===== config.mk =====
export PLATFORM = sky130hd
export DESIGN_NAME = if_stage_
export DESIGN_NICKNAME = d
export VERILOG_FILES = /design/src/rtl/if_stage__pkg.sv /design/src/rtl/if_stage__if_id_reg.sv /design/src/rtl/if_stage_.sv
export SDC_FILE = /design/constraint.sdc
export NUM_CORES = 1
export LEC_CHECK = 0
export BUFFER_PORTS_ARGS = -buffer_cell sky130_fd_sc_hd__buf_2
export CAP_MARGIN = 30
export CELL_PAD_IN_SITES_DETAIL_PLACEMENT = 0
export CELL_PAD_IN_SITES_GLOBAL_PLACEMENT = 1
export CORE_UTILIZATION = 34
export DETAILED_ROUTE_END_ITERATION = 16
export PLACE_DENSITY = 0.8
export SYNTH_ARGS = -nofsm -noshare
export SYNTH_HDL_FRONTEND = slang
export SYNTH_SLANG_ARGS = --single-unit

===== constraint.sdc =====
create_clock -name clk -period 3.5 [get_ports clk]
set_input_delay 0.175 -clock clk [delete_from_list [all_inputs] [get_ports clk]]
set_output_delay 0.175 -clock clk [all_outputs]
set_load 0.1 [all_outputs]

===== src/rtl/if_stage__pkg.sv =====
// Shared constants and FSM encoding for the instruction-fetch stage.
// Imported by if_stage_ and if_id_reg_.
package if_stage__pkg;

   localparam logic [1:0]  PCSRC_SEQ = 2'b00;
   localparam logic [1:0]  PCSRC_BR  = 2'b01;
   localparam logic [1:0]  PCSRC_J   = 2'b10;

   localparam logic [31:0] NOP_WORD  = 32'h0000_0000;
   localparam logic [31:0] HALT_WORD = 32'hFFFF_FFFF;

   typedef enum logic [1:0] {
      StRun  = 2'b00,
      StWait = 2'b01,
      StHalt = 2'b10
   } fetch_state_e;

endpackage


===== src/rtl/if_stage__if_id_reg.sv =====
// IF/ID pipeline register: PC4D, InstructionD and validD.
// Priority is hold > bubble > load; PC4D is untouched by a bubble.
module if_id_reg_ #(
   parameter logic [31:0] NOP_WORD = if_stage__pkg::NOP_WORD
) (
   input  logic        clk,
   input  logic        rst,
   input  logic        i_hold,
   input  logic        i_bubble,
   input  logic        i_load,
   input  logic [31:0] i_pc4,
   input  logic [31:0] i_instr,
   output logic [31:0] o_pc4,
   output logic [31:0] o_instr,
   output logic        o_valid
);

   logic [31:0] r_pc4;
   logic [31:0] r_instr;
   logic        r_valid;

   always_ff @(posedge clk or posedge rst) begin
      if (rst) begin
         r_pc4   <= 32'h0;
         r_instr <= NOP_WORD;
         r_valid <= 1'b0;
      end else if (!i_hold) begin
         if (i_bubble) begin
            r_instr <= NOP_WORD;
            r_valid <= 1'b0;
         end else if (i_load) begin
            r_pc4   <= i_pc4;
            r_instr <= i_instr;
            r_valid <= 1'b1;
         end
      end
   end

   assign o_pc4   = r_pc4;
   assign o_instr = r_instr;
   assign o_valid = r_valid;

endmodule


===== src/rtl/if_stage_.sv =====
// Instruction-fetch stage: word-addressed PC, next-PC select, RUN/WAIT/HALT control,
// and the IF/ID register feeding decode.
module if_stage_ #(
   parameter logic [31:0] RESET_PC  = 32'h0000_0000,
   parameter logic [31:0] NOP_WORD  = if_stage__pkg::NOP_WORD,
   parameter logic [31:0] HALT_WORD = if_stage__pkg::HALT_WORD
) (
   input  logic        clk,
   input  logic        reset,
   input  logic [1:0]  PCSourceD,
   input  logic [31:0] PC_B,
   input  logic [31:0] PC_J,
   input  logic        isLWHazard,
   input  logic        imem_ready,
   input  logic [31:0] imem_data,
   output logic [31:0] imem_addr,
   output logic [31:0] PC4D,
   output logic [31:0] InstructionD,
   output logic        validD,
   output logic        halted,
   output logic [31:0] fetch_count
);

   import if_stage__pkg::*;

   fetch_state_e r_state;
   fetch_state_e w_state_next;
   logic [31:0]  r_pc;
   logic [31:0]  r_fetch_count;
   logic         r_halted;

   logic [31:0]  w_pc_next;
   logic [31:0]  w_pc_inc;
   logic [31:0]  w_target;
   logic         w_redirect;
   logic         w_hold;
   logic         w_bubble;
   logic         w_load;

   assign w_pc_inc   = r_pc + 32'd1;
   assign w_redirect = (PCSourceD == PCSRC_BR) || (PCSourceD == PCSRC_J);
   assign w_target   = (PCSourceD == PCSRC_BR) ? PC_B : PC_J;

   // WAIT differs from RUN only in bookkeeping: a ready word is consumed the same cycle.
   always_comb begin
      w_state_next = r_state;
      w_pc_next    = r_pc;
      w_hold       = 1'b0;
      w_bubble     = 1'b0;
      w_load       = 1'b0;
      if (r_state == StHalt) begin
         w_hold = 1'b1;
      end else if (isLWHazard) begin
         w_hold = 1'b1;
      end else if (w_redirect) begin
         w_pc_next    = w_target;
         w_bubble     = 1'b1;
         w_state_next = StRun;
      end else if (!imem_ready) begin
         w_bubble     = 1'b1;
         w_state_next = StWait;
      end else if (imem_data == HALT_WORD) begin
         w_bubble     = 1'b1;
         w_state_next = StHalt;
      end else begin
         w_pc_next    = w_pc_inc;
         w_load       = 1'b1;
         w_state_next = StRun;
      end
   end

   always_ff @(posedge clk or posedge reset) begin
      if (reset) begin
         r_state       <= StRun;
         r_pc          <= RESET_PC;
         r_halted      <= 1'b0;
         r_fetch_count <= 32'h0;
      end else begin
         r_state       <= w_state_next;
         r_pc          <= w_pc_next;
         r_halted      <= (w_state_next == StHalt);
         if (w_load) begin
            r_fetch_count <= r_fetch_count + 32'd1;
         end
      end
   end

   if_id_reg_ #(
      .NOP_WORD (NOP_WORD)
   ) u_if_id_reg (
      .clk      (clk),
      .rst      (reset),
      .i_hold   (w_hold),
      .i_bubble (w_bubble),
      .i_load   (w_load),
      .i_pc4    (w_pc_inc),
      .i_instr  (imem_data),
      .o_pc4    (PC4D),
      .o_instr  (InstructionD),
      .o_valid  (validD)
   );

   assign imem_addr   = r_pc;
   assign halted      = r_halted;
   assign fetch_count = r_fetch_count;

endmodule

=== Word level (Yosys, flattened, before mapping) ===
Index checks and enable logic that the tools add are counted.

* Multiplexer cells: 25
* $add $sub $neg: 2
* Reduce and logical (&&, ||, !) cells: 6
* Bitwise operators: 4
* Equality and inequality tests: 6

{| class="wikitable"
|+ Operator list
! cell !! number
|-
| 32-bit 2-to-1 mux || 6
|-
| 32-bit by 1-bit adder with 32-bit output (second input constant) || 2
|-
| 32-bit equality test (second input constant) || 1
|-
| 1-bit 2-to-1 mux || 14
|-
| 2-bit 2-to-1 mux || 5
|-
| 2-bit equality test (second input constant) || 3
|-
| 1-bit NOT || 4
|-
| 4-bit AND reduction || 1
|-
| 2-bit nonzero test || 2
|-
| 3-bit AND reduction || 1
|-
| 2-bit by 1-bit equality test with 1-bit output (second input constant) || 1
|-
| 2-bit != test (second input constant) || 1
|-
| 2-bit AND reduction || 1
|-
| 1-bit logical OR || 1
|}

* Output and inout port bits: 130
* Flip-flop bits (word level): 132
* Word-level logic and storage cells: 50

=== Depth between registers and ports, before layout ===
* Depth after elaboration: 8
* Mapped depth: 10
* Gate-level depth less buffers: 7

=== By module ===
From an unflattened synthesis, not the netlist that was laid out.

* Cell total of the unflattened synthesis: 743
* Area, all modules: 7450.9 µm²

{| class="wikitable"
|+ By module, submodules not included
! module !! sequential area each (µm²) !! cells an instance !! times used !! area an instance (µm²)
|-
| if_stage_ || 1676.6 || 517 || 1 || 4642.0
|-
| if_id_reg_ || 1626.6 || 226 || 1 || 2808.9
|}

=== Least setup slack after synthesis ===
No wires, ideal clock.

* Kind: register to register
* Start: reg r_pc[0], in the netlist imem_addr[0]
* End: reg r_pc[16], in the netlist imem_addr[16]
* Stages on the path, launching flop included: 7
* Buffers on the path: 0
* Arrival time: 2.539 ns
* Path slack: 0.782 ns
* Setup time: 0.179 ns
* Period minus slack after synthesis: 2.718 ns
* Cell sequence: dfrtp_1 -> ha_1 -> nand4_1 -> nor4_1 -> nand4_1 -> o211ai_1 -> o311ai_0

* Longest elaborated chain between the ends: 4

{| class="wikitable"
|+ Ends and longest elaborated chain
! item !! line !! text
|-
| from (decl) || if_stage_.sv:28 || <nowiki>logic [31:0] r_pc;</nowiki>
|-
| from (signal assigned) || if_stage_.sv:80 || <nowiki>r_pc <= w_pc_next;</nowiki>
|-
| 32-bit by 1-bit adder with 32-bit output || if_stage_.sv:40 || <nowiki>assign w_pc_inc = r_pc + 32'd1;</nowiki>
|-
| 32-bit 2-to-1 mux || if_stage_.sv:62 || <nowiki>end else if (imem_data == HALT_WORD) begin</nowiki>
|-
| 32-bit 2-to-1 mux || if_stage_.sv:59 || <nowiki>end else if (!imem_ready) begin</nowiki>
|-
| 32-bit 2-to-1 mux || if_stage_.sv:55 || <nowiki>end else if (w_redirect) begin</nowiki>
|}

Every way passes these cells. The select of a mux whose other input is x is not followed.
A chain may end at the register's enable or synchronous reset.

=== Worst setup path in the final report ===
* Start: in imem_data[23]
* End: reg r_pc[4], in the netlist imem_addr[4]

* Longest elaborated chain between the ends: 3

{| class="wikitable"
|+ Ends and longest elaborated chain
! item !! line !! text
|-
| from (decl) || if_stage_.sv:15 || <nowiki>input logic [31:0] imem_data,</nowiki>
|-
| 32-bit equality test || if_stage_.sv:62 ||
|-
| 2-bit != test (no source line) || - ||
|-
| 4-bit AND reduction (no source line) || - ||
|}

Every way passes these cells.

==> impl_metrics.tcl <==
set metrics [dict create \
    status "finished, violations left" \
    violations "hold timing" \
    use_met3_pct 3.50 \
    p_leak_nw 4.25 \
    timing.final.ws_setup_ps 930 \
    syn2layout_area_growth_pct 32.2 \
    cts_tree "built" \
    clock-sinks 132 \
    routed_wl_um 19800 \
    fin_crit_sh_pct 73.4 \
    hold_buffers 18 \
    maxSlewHeadroom_pct 40.1 \
    hpwl_um 13800 \
    powerDensity_nw_per_um2 716 \
    die_h_um 142 \
    p_clk_share_pct 26.4 \
    rsz0062_at_grt "no" \
    synth-edff-count 0 \
    syn_inst 655 \
    initial_core_util_pct 35.2 \
    n_antenna_cell 0 \
    fin_hold_ws_ps -18.2 \
    yosysWarnings 0 \
    final.setup.tns_ps 0 \
    p_sw_share_pct 49.4 \
    die_w_um 142 \
    required_ps 3790 \
    vias 6043 \
    p_sw_w 0.00312 \
    tightest_slew_ps 898 \
    skew_ps 8.76 \
    slew_viol_final 0 \
    use_met1_pct 28.5 \
    fillers 1850 \
    avgRoutedWirePerCell_um 17.0 \
    critPathSlowestCell "a21o_4" \
    drt_iter0_markers 314 \
    fmax_mhz 389 \
    coreArea_um2 19000 \
    grt_pass1_wl_um 31500 \
    pre_cts_ws_ps 915 \
    cpPeakStageDelay_ps 730 \
    post_cts_buffers 0 \
    post_cts_resize_count 0 \
    busiest_layer "met2" \
    insertion_delay_ps 410 \
    worstPathMaxFanout 91 \
    worstPathArrival_ps 2860 \
    synth_flop_cell "dfrtp_1" \
    ir_drop_mv 0.440 \
    multiInputGateArea_um2 3170 \
    overflow 0 \
    crit_chain "dlygate4sd3_1 -> buf_2 -> nand4_1 -> nor4_4 -> a21o_4 -> buf_4 -> o32a_1 -> nand2_1" \
    seq_power_share_pct 31.8 \
    hold_viol_final 17 \
    synthesis.nets 760 \
    antenna_left 0 \
    async_flop_share_pct 100 \
    grt_pass1_vias 5779 \
    critPathKind "input pin to register" \
    layout-drive-gt1-share_pct 33.0 \
    globalplace.congestion 0.837 \
    antenna_found_initial 0 \
    ys_types 53 \
    htree_num_levels 4 \
    hold_path.class "input pin to asynchronous set/reset pin" \
    grt_max_degree 133 \
    routed_via_density 5.20 \
    regArea_um2 3300 \
    start_kind "input pin" \
    grtUsageMet2_pct 31.1 \
    p_int_w 0.00320 \
    track_usage_pct 20.1 \
    clk_path_buf_depth 2 \
    syn_area_um2 6680 \
    dr.pass1.iters 4 \
    cts-root-buf "clkbuf_16" \
    max_cap_violations 0 \
    rows 50 \
    cts_buffers 17 \
    synth.yosys.seq_area_share_pct 49.5 \
    fin_nets 996 \
    power_frac_comb_pct 41.8 \
    io_pins 232 \
    ys_seq_elements 132 \
    worstSetupEndpointType "register" \
    clk_pin_slew_ps 60 \
    drc 0 \
    portBuffers 231 \
    synth.avg_cell_area_um2 10.2 \
    setup_viol 0 \
    fin_crit_ps 2570 \
    die_area_um2 20200 \
]
## flip-flops by register name, indices dropped and copies added (netlist names)
name                 flops
u_if_id_reg.o_instr     32
fetch_count             32
u_if_id_reg.o_pc4       32
u_if_id_reg.o_valid      1
imem_addr               32
r_state                  2
halted                   1
## critical path, delay by kind of cell
| family | cells | cell delay [ps] |
|---|---|---|
| compound gates | 2 | 890 |
| simple gates | 3 | 740 |
| buf+inv | 3 | 970 |
## layout by cell type (no fill, tap or decap), drive strengths merged, types with 2 or more instances in the layout
cell type and instances:
nor2b 6, or3 4, dlygate4sd3 18, o21ai 36, and2 4, nor4b 2, xor2 33, clkbuf 18
clkinvlp 4, and4 4, mux2 9, nor4 14, xnor2 27, nand3 19, dfrtp 132, clkinv 9
ha 3, o211ai 19, or2 2, nand2 90, a21oi 6, a31oi 6, or4 3, o311ai 10
o32a 12, mux2i 17, a22o 32, inv 11, nand4 28, nor3 25, and3 8, nand2b 4
nand3b 3, a211o 4, nor2 24, a211oi 9, buf 240
## final timing paths
path                                                 start                                   to  slack [ps]  depth (start not counted)
hold / removal                                       reset   u_if_id_reg.o_instr[0]$_DFFE_PP0P_         -20                          3
setup / recovery                             imem_data[23]             imem_addr[4]$_DFFE_PP0P_         930                          8
min in group clk                             imem_data[31]  u_if_id_reg.o_instr[31]$_DFFE_PP0P_          20                          2
setup reg to reg                  imem_addr[0]$_DFFE_PP0P_            imem_addr[26]$_DFFE_PP0P_        1110                          6
max in group asynchronous                            reset            imem_addr[15]$_DFFE_PP0P_        2980                          3
hold reg to reg            u_if_id_reg.o_valid$_DFFE_PP0P_      u_if_id_reg.o_valid$_DFFE_PP0P_         470                          2
## metrics by stage
step / area (um^2) / hold slack (ps) / power [W] / utilization (%) / instances
global route: 8830 / 10.1 / 0.00660 / 46.6 / 1163
CTS: 8810 / 0.374 / 0.00637 / 46.5 / 1162
detailed placement: 8080 / 412 / 0.00467 / 42.6 / 1113
finish: 8830 / -18.2 / 0.00632 / 46.6 / 1163
global placement: 8080 / 407 / 0.00465 / 42.6 / 1113
floorplan: 6680 / 308 / 0.00415 / - / 655
## per-layer routing
| metal | vias up | wire [um] |
|---|---|---|
| li1 | 2880 | - |
| met1 | 2918 | 9340 |
| met2 | 223 | 9050 |
| met3 | 22 | 1120 |
| met4 | 0 | 278 |
| met5 | - | 0 |
## layout make-up
| class | count | area share (%) |
|---|---|---|
| clock inverters | 13 | 1.28 |
| well taps | 260 | 3.69 |
| flip-flops and latches | 132 | 37.4 |
| inverters | 12 | 0.553 |
| clock buffers | 18 | 4.98 |
| repair buffers | 258 | 16.1 |
| multi-input cells | 470 | 36.0 |
## synth_stat cells (all sizes together), types with 9 or more instances
cell	number	area, um^2
o32a	12	120
clkbuf	23	86.3
nor3	25	125
mux2i	17	170
mux2	9	101
nand3	19	100
nand2	90	340
nor4	14	139
nand4	28	196
a22o	32	280
o21ai	36	180
o311ai	10	87.6
xor2	33	289
dfrtp	132	3300
nor2	24	90.1
buf	18	93.8
o211ai	19	143
a211oi	9	72.6
xnor2	27	236
inv	12	45.0
## kinds of logic (layout without fill, tap and decap cells)
group | after synthesis | count (layout) | share of synthesized area, %
fa+ha+maj | 3 | 3 | 0.562
buf+inv | 53 | 301 | 3.37
simple gates | 241 | 241 | 19.1
compound gates | 140 | 140 | 15.6
flops | 132 | 132 | 49.5
mux | 26 | 26 | 4.07
xor+xnor | 60 | 60 | 7.87
## power by group through the flow
stage          Combinational [W]  Sequential [W]  Clock [W]
2_1_floorplan           0.000494         0.00366          0
3_3_place_gp             0.00262         0.00203          0
3_5_place_dp             0.00263         0.00204          0
4_1_cts                  0.00265         0.00201    0.00171
5_1_grt                  0.00276         0.00205    0.00178
6_report                 0.00264         0.00201    0.00167
(Power assumes the default switching activity.)
